`config.mk`:
```
export PLATFORM = sky130hd
export DESIGN_NAME = irq_arbiter
export DESIGN_NICKNAME = d
export VERILOG_FILES = /design/src/rtl/irq_arbiter_pkg.sv /design/src/rtl/irq_arbiter_prio_enc.sv /design/src/rtl/irq_arbiter.sv
export SDC_FILE = /design/constraint.sdc
export NUM_CORES = 1
export LEC_CHECK = 0
export ABC_AREA = 0
export BUFFER_PORTS_ARGS = -buffer_cell sky130_fd_sc_hd__buf_2
export CORE_ASPECT_RATIO = 1.5
export CORE_MARGIN = 2
export CORE_UTILIZATION = 35
export CTS_BUF_LIST = sky130_fd_sc_hd__clkbuf_16
export DETAILED_ROUTE_END_ITERATION = 7
export GPL_TIMING_DRIVEN = 0
export MAX_ROUTING_LAYER = met4
export SLEW_MARGIN = 30
export SYNTH_ARGS = -nofsm -noshare
export SYNTH_HDL_FRONTEND = slang
export SYNTH_HIERARCHICAL = 1
export SYNTH_SLANG_ARGS = --single-unit
export TNS_END_PERCENT = 5
```
`constraint.sdc`:
```
create_clock -name clk -period 3.62 [get_ports clk]
set_input_delay 0.181 -clock clk [delete_from_list [all_inputs] [get_ports clk]]
set_output_delay 0.181 -clock clk [all_outputs]
set_load 0.01 [all_outputs]
```
`src/rtl/irq_arbiter_pkg.sv`:
```
// Shared definitions for the CP0 interrupt arbiter: FSM encodings, default sizing
// and the CP0 register indices used for mask and cause-id readback.
package irq_arbiter_pkg;

    localparam int NSRC_DEF = 8;
    localparam int IDW_DEF  = 4;

    localparam logic [4:0] CP0_IRQ_MASK_IDX  = 5'd20;
    localparam logic [4:0] CP0_IRQ_CAUSE_IDX = 5'd21;

    typedef enum logic [1:0] {
        IRQ_IDLE    = 2'd0,
        IRQ_REQ     = 2'd1,
        IRQ_SERVICE = 2'd2
    } irq_state_e;

endpackage

```
`src/rtl/irq_arbiter_prio_enc.sv`:
```
// Fixed-priority encoder: reports the lowest set index of req_i and whether any bit is set.
module prio_enc #(
    parameter int N = 8,
    parameter int W = 4
) (
    input  logic [N-1:0] req_i,
    output logic [W-1:0] idx_o,
    output logic         vld_o
);

    // Scan high to low so the lowest set index is written last and wins.
    always_comb begin
        idx_o = '0;
        vld_o = 1'b0;
        for (int i = N - 1; i >= 0; i--) begin
            if (req_i[i]) begin
                idx_o = W'(i);
                vld_o = 1'b1;
            end
        end
    end

endmodule

```
`src/rtl/irq_arbiter.sv`:
```
// Multi-source interrupt arbiter in front of CP0: pending latch, software mask, fixed
// priority select and request/service tracking. IRQ_EDGE_TRIGGER_EN selects edge-triggered sources.
module irq_arbiter
    import irq_arbiter_pkg::*;
#(
    parameter int NSRC = NSRC_DEF,
    parameter int IDW  = IDW_DEF
) (
    input  logic            clk,
    input  logic            rst,
    input  logic [NSRC-1:0] irq_src,
    input  logic            mask_we,
    input  logic [NSRC-1:0] mask_wdata,
    output logic            ir_req,
    input  logic            ir_taken,
    input  logic            eret,
    output logic [IDW-1:0]  cause_id,
    output logic            in_service,
    output logic [NSRC-1:0] pending,
    output logic [NSRC-1:0] mask
);

    logic [NSRC-1:0] pending_q, pending_d;
    logic [NSRC-1:0] mask_q;
    logic [NSRC-1:0] set_vec, clr_vec, eligible;
    logic [IDW-1:0]  sel, cause_q, cause_d;
    logic            sel_vld;
    logic            take;
    irq_state_e      state_q, state_d;
    logic            ir_req_q, ir_req_d;
    logic            in_service_q, in_service_d;

`ifdef IRQ_EDGE_TRIGGER_EN
    // Registered sample plus previous value; a rising edge of the sample sets pending.
    logic [NSRC-1:0] src_q, prev_q;

    always_ff @(posedge clk) begin
        if (rst) begin
            src_q  <= '0;
            prev_q <= '0;
        end else begin
            src_q  <= irq_src;
            prev_q <= src_q;
        end
    end

    assign set_vec = src_q & ~prev_q;
`else
    assign set_vec = irq_src;
`endif

    assign take = (state_q == IRQ_REQ) && ir_taken;

    always_comb begin
        clr_vec = '0;
        for (int i = 0; i < NSRC; i++) begin
            clr_vec[i] = take && (cause_q == IDW'(i));
        end
    end

    // Set is OR-ed in after the clear so a simultaneous new assertion is never lost.
    assign pending_d = (pending_q & ~clr_vec) | set_vec;
    assign eligible  = pending_q & mask_q;

    prio_enc #(
        .N(NSRC),
        .W(IDW)
    ) u_prio_enc (
        .req_i(eligible),
        .idx_o(sel),
        .vld_o(sel_vld)
    );

    always_comb begin
        state_d = state_q;
        cause_d = cause_q;
        case (state_q)
            IRQ_IDLE: begin
                if (sel_vld) begin
                    state_d = IRQ_REQ;
                    cause_d = sel;
                end
            end
            IRQ_REQ: begin
                if (ir_taken) begin
                    state_d = IRQ_SERVICE;
                end else if (!sel_vld) begin
                    state_d = IRQ_IDLE;
                end else begin
                    cause_d = sel;
                end
            end
            IRQ_SERVICE: begin
                if (eret) begin
                    state_d = IRQ_IDLE;
                end
            end
            default: state_d = IRQ_IDLE;
        endcase
        ir_req_d     = (state_d == IRQ_REQ);
        in_service_d = (state_d == IRQ_SERVICE);
    end

    always_ff @(posedge clk) begin
        if (rst) begin
            state_q      <= IRQ_IDLE;
            cause_q      <= '0;
            ir_req_q     <= 1'b0;
            in_service_q <= 1'b0;
            pending_q    <= '0;
            mask_q       <= '0;
        end else begin
            state_q      <= state_d;
            cause_q      <= cause_d;
            ir_req_q     <= ir_req_d;
            in_service_q <= in_service_d;
            pending_q    <= pending_d;
            if (mask_we) begin
                mask_q <= mask_wdata;
            end
        end
    end

    assign ir_req     = ir_req_q;
    assign cause_id   = cause_q;
    assign in_service = in_service_q;
    assign pending    = pending_q;
    assign mask       = mask_q;

endmodule
```
Word-level counts from Yosys, hierarchy flattened
Cells that the tools add are included.
W data, S select, Z words.
Cells by class
  add/subtract/negate cells: 0
  multipliers: 0
  divide/modulo/power cells: 0
  $lt $le $gt $ge: 0
  equality and inequality tests: 12
  shifts and indexed selects: 0
  muxes and demuxes: 24
  bitwise gates (word level): 4
  reductions and logical operators: 13
Operators with widths (count)
  $mux W3: 8
  $and A8 B8 Y8: 2
  $eq A4 B3 Y1 const B: 4
  $logic_and A1 B1 Y1: 9
  $eq A4 B2 Y1 const B: 2
  $mux W1: 8
  $mux W2: 4
  $mux W4: 2
  $not A8 Y8: 1
  $or A8 B8 Y8: 1
  $pmux W4 S2: 1
  $pmux W2 S3: 1
  $eq A2 B1 Y1 const B: 2
  $eq A2 B2 Y1 const B: 2
  $eq A4 B1 Y1 const B: 1
  $logic_not A4 Y1: 1
  $logic_not A2 Y1: 1
  $ne A2 B2 Y1 const B: 1
  $reduce_and A2 Y1: 1
  $reduce_bool A2 Y1: 1
Word-level totals
  register bits: 24
  bits in latches: 0
  bits in writable memories: 0
  ROM bits: 0
  output and inout port bits: 22
  memories kept: 0

Depth between registers and ports, before layout
Gate-level depths: netlist (run 1).
  word-level depth: 13
  gate-level depth with buffers: 6

Modules after synthesis
Netlist (run 1), hierarchy kept.
By module, submodules not included
  irq_arbiter: instances 1, cells an instance 102, area each 970.9 um^2, seq. area each 480.5 um^2
  prio_enc: instances 1, cells an instance 15, area each 91.3 um^2, seq. area each 0.0 um^2

Worst setup path before layout (run 1)
Ideal clock, no wire load.
  path type: register to register
  start: register pending_q[5], in the netlist pending[5]
  end: register ir_req_q, in the netlist ir_req
  setup time: 128 ps
  arrival: 1187 ps
  required time: 3492 ps
  setup slack: 2304 ps
  stages on the path, launching flop included: 7
  cell sequence: dfxtp_1 and2_1 nor4_1 nand2_1 inv_2 a211oi_4 nor2b_1
On the way
  longest elaborated chain between the ends: 11
  elaborated cells on any way between the ends: 12
  classes of those cells: eq/ne: 1; mux: 10; bitwise: 1
Ends and longest elaborated chain
  from (decl): line irq_arbiter.sv:23  | logic [NSRC-1:0] pending_q, pending_d;
  from (signal assigned): line irq_arbiter.sv:117  | pending_q <= pending_d;
  $and A8 B8 Y8 *: line irq_arbiter.sv:63  | assign eligible = pending_q & mask_q;
  named net eligible[5]: line irq_arbiter.sv:25  | logic [NSRC-1:0] set_vec, clr_vec, eligible;
  $mux W1 * (6 in series): line irq_arbiter_prio_enc.sv:16  | if (req_i[i]) begin
  named net sel_vld: line irq_arbiter.sv:27  | logic sel_vld;
  $mux W2: line irq_arbiter.sv:87  | end else if (!sel_vld) begin
  $mux W2: line irq_arbiter.sv:85  | if (ir_taken) begin
  $pmux W2 S3 *: line irq_arbiter.sv:77  | case (state_q)
  $eq A2 B1 Y1 *: line irq_arbiter.sv:100  | ir_req_d = (state_d == IRQ_REQ);
  to (signal assigned): line irq_arbiter.sv:115  | ir_req_q <= ir_req_d;
  to (decl): line irq_arbiter.sv:30  | logic ir_req_q, ir_req_d;
Mark *: on every way through the listed nets, which the timed path passes. The rest lies on a longest branch.
A chain may end at the register's enable or synchronous reset.

Worst setup path after layout (run 1)
Same ends and word-level chain as after synthesis.

==> flow_metrics.py, run 1 <==
metrics = {
    "outcome": {
        "outcome": "complete, no violations",
    },
    "route": {
        "wirelength_um": 2457,
        "ant_nets": 0,
        "avgRoutedWirePerCell_um": 12.35,
        "drtIter0Drc": 23,
        "vias": 957,
        "avgViaCountPerCell": 4.809,
        "drc": 0,
        "firstDrtPassIters": 4,
    },
    "layout": {
        "fill_cells": 321,
        "seqCellArea_sq_um": 480.5,
        "multi_input_area_sq_um": 528.0,
        "n_antenna_cell": 0,
        "drive_gt1_frac": 0.3000,
        "synthToLayoutAreaGrowth_pct": 30.51,
        "nNetsFinal": 183,
    },
    "worst_setup_path": {
        "required_ns": 3.75,
        "r2r_cells": 6,
        "crit_path_end_kind": "flop",
        "critPathArrivalTime_ns": 1.56,
        "crit_fanout": 6,
        "worstReg2RegEnd": "ir_req$_SDFF_PP0_",
        "r2r_setup_slack_ns": 2.18,
        "crit_type": "reg2reg",
        "r2r-start": "pending[5]$_SDFF_PP0_",
        "start_kind": "flop",
    },
    "clocking": {
        "cts_num_sinks": 24,
        "postCtsHoldBufs": 0,
        "tritoncts": "yes",
        "clockBufferDepth": 2,
        "h-tree-depth": 1,
        "cts.clk_slew.worst_paths_ns": 0.06,
        "numCtsBuffers": 3,
        "cts_setup_buffers": 0,
        "cts_resized": 0,
        "clock-root-buffer": "clkbuf_16",
        "clk_latency_ns": 0.25,
    },
    "synthesis": {
        "synth_commonest_cells": "dfxtp_1, nor2_1, mux2i_1, a21oi_1, nand2b_1",
        "dominantRegCellSynth": "dfxtp_1",
        "postSynthAreaPerCell_sq_um": 9.079,
        "synth_top_area_share": 0.4523,
        "synth_top_area_cell": "dfxtp_1",
        "netlist_instances": 117,
        "synth_area_leaders": "dfxtp_1, mux2i_1, nand2b_1",
        "syn_nets": 138,
        "yosysMostFrequentCell": "dfxtp_1",
        "async_flop_share": 0,
        "synthesis.area_sq_um": 1062,
        "synth_edf_count": 0,
        "synth-seq-cells": 24,
        "ys_seq_area_frac": 0.4523,
        "yosys_warnings": 6,
        "netlist-cell-type-count": 27,
    },
    "place": {
        "io_buffers": 40,
        "dp_hpwl_um": 1954,
        "gp_congestion": 0.7751,
        "place_ws_ns": 2.174,
    },
    "global_routing": {
        "grt_max_degree": 13,
        "grt_usage": 0.1493,
        "grt_pass1_vias": 906,
        "antenna_found_initial": 0,
        "grt_pass1_wl_um": 3946,
        "grt.overflow.total": 0,
    },
    "floorplan": {
        "core_sq_um": 2913,
        "num_io_pins": 43,
        "die_x_um": 48.98,
        "die_h_um": 71.47,
        "start_util": 0.3647,
        "rows": 24,
        "die_area_sq_um": 3501,
    },
    "power": {
        "p_clk_frac": 0.370,
        "sw_frac_of_total": 0.2413,
        "leakagePower_nw": 0.6468,
        "combPwrFrac": 0.152,
        "peakVddDrop_mv": 0.2818,
        "powerDensity_nw_per_um2": 452.6,
        "p_switching_mw": 0.1514,
        "seqPwrFrac": 0.478,
        "intPower_mw": 0.4760,
        "total_power_mw": 0.6274,
    },
    "timing": {
        "max_clock_freq_mhz": 695.8,
        "fin_ws_ns": 2.183,
        "finalClockSkew_ns": 0.002615,
        "hold_viol": 0,
        "min_period_over_period": 0.3970,
        "slew_viol_final": 0,
        "period_needed_ns": 1.437,
        "setup_viol": 0,
        "tns_ns": 0,
        "rsz0062_at_grt": "false",
    },
    "flow_run": {
        "drv_cap": 0,
    },
    "hold_path": {
        "min_from": "irq_src[3]",
        "hold_path_depth": 3,
        "min_path_type": "in2reg",
        "worstHoldEndpoint": "pending[3]$_SDFF_PP0_",
    },
}
power by group through the flow:
| stage | sequential [mW] | clock [mW] | combinational (mW) |
|---|---|---|---|
| 2_1_floorplan | 0.310 | 0 | 0.0524 |
| 4_1_cts | 0.300 | 0.238 | 0.0971 |
| 3_5_place_dp | 0.305 | 0 | 0.0971 |
| 3_3_place_gp | 0.305 | 0 | 0.0947 |
| 6_report | 0.300 | 0.232 | 0.0957 |
| 5_1_grt | 0.303 | 0.248 | 0.105 |
per-layer routing:
| metal | vias up | track usage | routed length [um] |
|---|---|---|---|
| met1 | 439 | 0.1528 | 948 |
| met3 | 6 | 0.01875 | 109 |
| met5 | - | - | 0 |
| li1 | 483 | - | - |
| met4 | 0 | 0.07619 | 51 |
| met2 | 29 | 0.2755 | 1347 |
logic make-up (layout without fill, tap and decap cells):
logic type	Yosys count	after routing	share of synthesized area
other	1	1	0.003530
flip-flops	24	24	0.4523
multiplexers	12	12	0.1131
AND/OR/NAND/NOR	47	47	0.2568
AO/OA/AOI/OAI	20	20	0.1237
buffers and inverters	13	56	0.05065
cell usage in the layout (no fill, tap or decap), drive strengths merged:
| cell type | netlist | layout |
|---|---|---|
| a211oi | 2 | 2 |
| a21oi | 9 | 9 |
| and2 | 8 | 8 |
| buf | 2 | 42 |
| clkbuf | 3 | 6 |
| conb | 1 | 1 |
| dfxtp | 24 | 24 |
| inv | 8 | 8 |
| mux2i | 12 | 12 |
| nand2 | 2 | 2 |
| nand2b | 9 | 9 |
| nand3b | 2 | 2 |
| nand4b | 1 | 1 |
| nand4bb | 1 | 1 |
| nor2 | 13 | 13 |
| nor2b | 4 | 4 |
| nor3 | 2 | 2 |
| nor4 | 4 | 4 |
| o21ai | 5 | 5 |
| o21bai | 1 | 1 |
| o41ai | 3 | 3 |
| or3b | 1 | 1 |
flip-flops by register name (all words and copies together), names as in the netlist:
| register | cells |
|---|---|
| cause_id | 4 |
| in_service | 1 |
| pending | 8 |
| ir_req | 1 |
| mask | 8 |
| state_q | 2 |
metrics by stage:
stage          cells  area [sq um]    util  hold slack [ns]
6_report         199          1386  0.4759           0.1532
5_1_grt          199          1386  0.4759           0.1624
4_1_cts          199          1386  0.4759           0.1540
3_5_place_dp     196          1311  0.4502           0.4234
3_3_place_gp     196          1311  0.4502           0.4149
2_1_floorplan    117          1062       -           0.3105
critical path, stage by stage (launching register included):
cell,delay (ns)
dfxtp_1,0.32
and2_1,0.19
nor4_1,0.38
nand2_1,0.13
inv_2,0.09
a211oi_4,0.06
nor2b_1,0.15
cell type report:
type	instances	share of cell area
buffer	5	0.01715
sequential	24	0.3466
clock buffer	3	0.05415
multi-input combinational	80	0.3809
timing repair buffer	40	0.1444
inverter	8	0.02166
tap	39	0.03520
worst max-delay path by stage:
stage	end	cells after the start	startpoint	slack, ns
after floorplan	ir_req$_SDFF_PP0_	6	pending[5]$_SDFF_PP0_	2.30
after global placement	state_q[0]$_SDFF_PP0_	6	pending[5]$_SDFF_PP0_	2.21
after detailed placement	ir_req$_SDFF_PP0_	6	pending[5]$_SDFF_PP0_	2.17
after CTS	ir_req$_SDFF_PP0_	6	pending[5]$_SDFF_PP0_	2.17
after global routing	state_q[0]$_SDFF_PP0_	6	pending[5]$_SDFF_PP0_	2.10
final	ir_req$_SDFF_PP0_	6	pending[5]$_SDFF_PP0_	2.18
No activity file was read; power rests on OpenSTA's default activity.
==> run 2, diff against run 1 <==
- clock period: 3.62 -> 1.5 ns (I/O delays scaled with it)
==> run 2 against run 1 <==
Non-clock buffer count unchanged. Critical path depth unchanged. Design area up 0.45%. Sequential power up 140%. Cell count unchanged. Largest power group unchanged. Highest routed layer unchanged.
==> flow_metrics.py, run 2 (synthesis results as in run 1) <==
metrics = {
    "outcome": {
        "outcome": "complete, no violations",
    },
    "clocking": {
        "clock-root-buffer": "clkbuf_16",
        "clk_latency_ns": 0.25,
        "clockBufferDepth": 2,
        "cts_resized": 0,
        "cts_num_sinks": 24,
        "numCtsBuffers": 3,
        "cts_setup_buffers": 0,
        "tritoncts": "yes",
        "cts.clk_slew.worst_paths_ns": 0.06,
        "h-tree-depth": 1,
        "postCtsHoldBufs": 0,
    },
    "power": {
        "total_power_mw": 1.516,
        "powerDensity_nw_per_um2": 1089,
        "leakagePower_nw": 0.6482,
        "peakVddDrop_mv": 0.6805,
    },
    "floorplan": {
        "die_x_um": 48.98,
        "start_util": 0.3647,
        "die_area_sq_um": 3501,
        "die_h_um": 71.47,
        "num_io_pins": 43,
        "rows": 24,
        "core_sq_um": 2913,
    },
    "route": {
        "wirelength_um": 2465,
        "vias": 965,
        "ant_nets": 0,
        "avgViaCountPerCell": 4.849,
        "avgRoutedWirePerCell_um": 12.39,
        "drtIter0Drc": 25,
        "drc": 0,
        "firstDrtPassIters": 4,
    },
    "global_routing": {
        "grt_pass1_vias": 906,
        "grt_max_degree": 13,
        "grt_pass1_wl_um": 3946,
        "grt.overflow.total": 0,
        "grt_usage": 0.1493,
        "antenna_found_initial": 0,
    },
    "worst_setup_path": {
        "critPathArrivalTime_ns": 1.58,
        "crit_path_end_kind": "flop",
        "crit_fanout": 6,
        "required_ns": 1.68,
        "start_kind": "flop",
        "crit_type": "reg2reg",
    },
    "place": {
        "gp_congestion": 0.7751,
        "dp_hpwl_um": 1954,
        "dp.cells": 196,
        "io_buffers": 40,
        "place_ws_ns": 0.05383,
    },
    "layout": {
        "multi_input_area_sq_um": 534.3,
        "seqCellArea_sq_um": 480.5,
        "drive_gt1_frac": 0.3063,
        "fill_cells": 319,
        "n_antenna_cell": 0,
        "mostFrequentLayoutCell": "buf_2",
        "nNetsFinal": 183,
        "synthToLayoutAreaGrowth_pct": 31.10,
        "mostFrequentLayoutCells": "buf_2, dfxtp_1, nor2_1",
        "fin_cells": 199,
    },
    "timing": {
        "fin_ws_ns": 0.1015,
        "finalClockSkew_ns": 0.002535,
        "tns_ns": 0,
        "slew_viol_final": 0,
        "hold_viol": 0,
        "max_clock_freq_mhz": 715.0,
        "rsz0062_at_grt": "true",
        "min_period_over_period": 0.9323,
        "setup_viol": 0,
        "period_needed_ns": 1.399,
    },
    "flow_run": {
        "drv_cap": 0,
    },
    "hold_path": {
        "min_path_type": "in2reg",
    },
}
run 2: changes by cell type in the layout (fill, tap and decap cells not counted):
cell | previous run | this run
nor4_2 | 1 | 2
nor4_1 | 3 | 2
run 2: worst max-delay path, cell delays in order, from the launching register on:
cell      delay, ns
dfxtp_1        0.35
and2_1         0.21
nor4_2         0.07
nand2_1        0.09
inv_2          0.05
a211oi_4       0.32
mux2i_1        0.23
run 2: layout make-up:
type,count,share of cell area
Multi-Input combinational cell,80,0.3836
Sequential cell,24,0.3450
Timing Repair Buffer,40,0.1438
Clock buffer,3,0.05391
Tap cell,39,0.03504
Inverter,8,0.02156
Buffer,5,0.01707
run 2: worst paths after layout:
path / from / to / slack [ns] / depth (start not counted)
max: pending[2]$_SDFF_PP0_ / cause_id[1]$_SDFFE_PP0P_ / 0.10 / 6
min: irq_src[3] / pending[3]$_SDFF_PP0_ / 0.05 / 3
max reg2reg: pending[2]$_SDFF_PP0_ / cause_id[1]$_SDFFE_PP0P_ / 0.10 / 6
min reg2reg: pending[2]$_SDFF_PP0_ / pending[2]$_SDFF_PP0_ / 0.49 / 2
run 2: where the power goes:
group	internal (mW)	switching [mW]
Clock	0.352	0.208
Sequential	0.683	0.0406
Combinational	0.115	0.118
Total	1.15	0.366
run 2: per-layer routing:
layer | track usage | up-vias | wire length (um)
met5 | - | - | 0
met4 | 0.07619 | 0 | 57
li1 | - | 483 | -
met2 | 0.2755 | 30 | 1355
met1 | 0.1528 | 446 | 944
met3 | 0.01875 | 6 | 108
run 2: stage by stage:
step                      cell area (sq um)    util  hold slack (ns)
after CTS                              1386  0.4759          0.04798
after detailed placement               1311  0.4502           0.3174
after global placement                 1311  0.4502           0.3089
after global routing                   1393  0.4781          0.05636
final                                  1393  0.4781          0.04735
after floorplan                        1062       -           0.2045
==> run 3, diff against run 2 <==
- CTS_BUF_LIST: sky130_fd_sc_hd__clkbuf_16 -> sky130_fd_sc_hd__clkbuf_8
- SYNTH_HIERARCHICAL: 1 -> not set
==> run 3 against run 2 <==
Highest routed layer unchanged. Largest power group unchanged. Cell count decreased by 5.0%. Critical path depth fell by 2. Worst setup slack gained 0.13 ns. Register-to-register slack better by 0.13 ns. Via count decreased by 3.5%. Global-route usage up 1.6 points.
==> flow_metrics.py, run 3 <==
metrics = {
    "power": {
        "peakVddDrop_mv": 0.6045,
        "total_power_mw": 1.301,
        "leakagePower_nw": 0.6381,
        "powerDensity_nw_per_um2": 1029,
    },
    "floorplan": {
        "core_sq_um": 2648,
        "die_h_um": 68.55,
        "die_area_sq_um": 3224,
        "rows": 23,
        "start_util": 0.3672,
        "die_x_um": 47.03,
        "num_io_pins": 43,
    },
    "layout": {
        "mostFrequentLayoutCell": "buf_2",
        "fill_cells": 279,
        "multi_input_area_sq_um": 456.7,
        "n_antenna_cell": 0,
        "mostFrequentLayoutCells": "buf_2, dfxtp_1, a21oi_1",
        "synthToLayoutAreaGrowth_pct": 30.12,
        "nNetsFinal": 174,
        "final_area_sq_um": 1265,
        "drive_gt1_frac": 0.3421,
        "seqCellArea_sq_um": 460.4,
    },
    "timing": {
        "min_period_over_period": 0.8458,
        "slew_viol_final": 0,
        "hold_viol": 0,
        "period_needed_ns": 1.269,
        "setup_viol": 0,
        "holdWs_ns": 0.02449,
        "fin_ws_ns": 0.2313,
        "tns_ns": 0,
        "max_clock_freq_mhz": 788.2,
        "finalClockSkew_ns": 0.001269,
        "rsz0062_at_grt": "false",
    },
    "global_routing": {
        "grt_max_degree": 14,
        "antenna_found_initial": 0,
        "grt_usage": 0.1656,
        "grt_pass1_wl_um": 3719,
        "grt_pass1_vias": 862,
        "grt.overflow.total": 0,
    },
    "synthesis": {
        "synth_top_area_cell": "dfxtp_1",
        "synthesis.area_sq_um": 972.2,
        "netlist_instances": 108,
        "syn_nets": 129,
        "netlist-cell-type-count": 30,
        "yosysMostFrequentCell": "dfxtp_1",
        "synth_edf_count": 0,
        "synth_commonest_cells": "dfxtp_1, a21oi_1, nand2_1, inv_1, nor2_1",
        "ys_seq_area_frac": 0.4736,
        "yosys_warnings": 0,
        "synth-seq-cells": 23,
        "synth_top_area_share": 0.4736,
        "postSynthAreaPerCell_sq_um": 9.002,
        "async_flop_share": 0,
        "synth_area_leaders": "dfxtp_1, mux2i_1, a21oi_1",
        "dominantRegCellSynth": "dfxtp_1",
    },
    "clocking": {
        "cts.clk_slew.worst_paths_ns": 0.08,
        "tritoncts": "yes",
        "clk_latency_ns": 0.26,
        "h-tree-depth": 1,
        "clockBufferDepth": 2,
        "clock-root-buffer": "clkbuf_8",
        "postCtsHoldBufs": 0,
        "cts_resized": 0,
        "numCtsBuffers": 3,
        "cts_setup_buffers": 0,
        "cts_num_sinks": 23,
    },
    "hold_path": {
        "worstHoldEndpoint": "pending[4]$_SDFF_PP0_",
        "min_path_type": "in2reg",
        "hold_path_depth": 3,
        "min_from": "irq_src[4]",
    },
    "worst_setup_path": {
        "crit_path_end_kind": "flop",
        "start_kind": "flop",
        "r2r_setup_slack_ns": 0.23,
        "r2r-start": "state_q[1]$_SDFF_PP0_",
        "r2r_cells": 4,
        "required_ns": 1.66,
        "critPathArrivalTime_ns": 1.43,
        "crit_type": "reg2reg",
        "crit_fanout": 4,
        "worstReg2RegEnd": "pending[4]$_SDFF_PP0_",
    },
    "route": {
        "drc": 0,
        "vias": 931,
        "drtIter0Drc": 12,
        "avgRoutedWirePerCell_um": 12.26,
        "ant_nets": 0,
        "wirelength_um": 2318,
        "avgViaCountPerCell": 4.926,
        "firstDrtPassIters": 4,
    },
    "place": {
        "io_buffers": 40,
        "dp_hpwl_um": 1805,
        "gp_congestion": 0.7911,
        "place_ws_ns": 0.2354,
        "dpl_cell_area_sq_um": 1219,
    },
    "flow_run": {
        "drv_cap": 0,
    },
    "outcome": {
        "outcome": "complete, no violations",
    },
}
run 3: cell count changes in the layout (fill, tap and decap cells not counted), moves of 4 or more:
cell      change
and2_1        -8
nand2_1       +8
nand2b_1      -7
a21oi_1       +5
mux2i_1       -4
nor2_1        -4
nor2b_1       -4
run 3: worst max-delay path by stage:
stage	end	from	cells past startpoint	slack, ns
floorplan	pending[4]$_SDFF_PP0_	cause_id[2]$_SDFFE_PP0P_	4	0.36
global placement	pending[4]$_SDFF_PP0_	state_q[1]$_SDFF_PP0_	4	0.27
detailed placement	pending[4]$_SDFF_PP0_	state_q[1]$_SDFF_PP0_	4	0.24
CTS	pending[4]$_SDFF_PP0_	state_q[0]$_SDFF_PP0_	4	0.22
global route	pending[4]$_SDFF_PP0_	state_q[0]$_SDFF_PP0_	4	0.11
finish	pending[4]$_SDFF_PP0_	state_q[1]$_SDFF_PP0_	4	0.23
run 3: logic make-up (layout without fill, tap and decap cells):
| family | count (synthesis) | after routing | share of synthesized area |
|---|---|---|---|
| mux | 8 | 8 | 0.08237 |
| flops | 23 | 23 | 0.4736 |
| other cells | 1 | 1 | 0.003857 |
| simple gates | 28 | 28 | 0.1454 |
| buf+inv | 13 | 57 | 0.05663 |
| compound gates | 35 | 35 | 0.2381 |
run 3: metrics by stage:
step | utilization | std cells
floorplan | - | 108
detailed placement | 0.4603 | 185
global placement | 0.4603 | 185
finish | 0.4778 | 189
CTS | 0.4778 | 189
global route | 0.4778 | 189
run 3: routing by layer:
layer / vias up / track usage / share of wire
li1: 467 / - / -
met4: 0 / 0.08333 / 0.027
met2: 30 / 0.2671 / 0.51
met1: 427 / 0.1964 / 0.42
met3: 7 / 0.02344 / 0.045
met5: - / - / 0
run 3: layout make-up:
cell class | count | share of cell area
inverter | 9 | 0.02671
tap | 37 | 0.03660
buffer | 4 | 0.01682
clock inverter | 1 | 0.003956
sequential | 23 | 0.3640
multi-input combinational | 72 | 0.3610
timing repair buffer | 40 | 0.1583
clock buffer | 3 | 0.03264
run 3: where the power goes:
part	internal [mW]	switching, mW	leakage, nW	total [mW]
clock network	0.185	0.195	0.0255	0.380
registers	0.655	0.0495	0.190	0.705
logic	0.105	0.112	0.422	0.217
total	0.945	0.356	0.638	1.30
run 3: critical path, stage by stage (launching register included):
cell      delay (ns)
dfxtp_1         0.34
nand4b_1        0.26
or3_1           0.37
a21oi_1         0.15
nor2_1          0.05
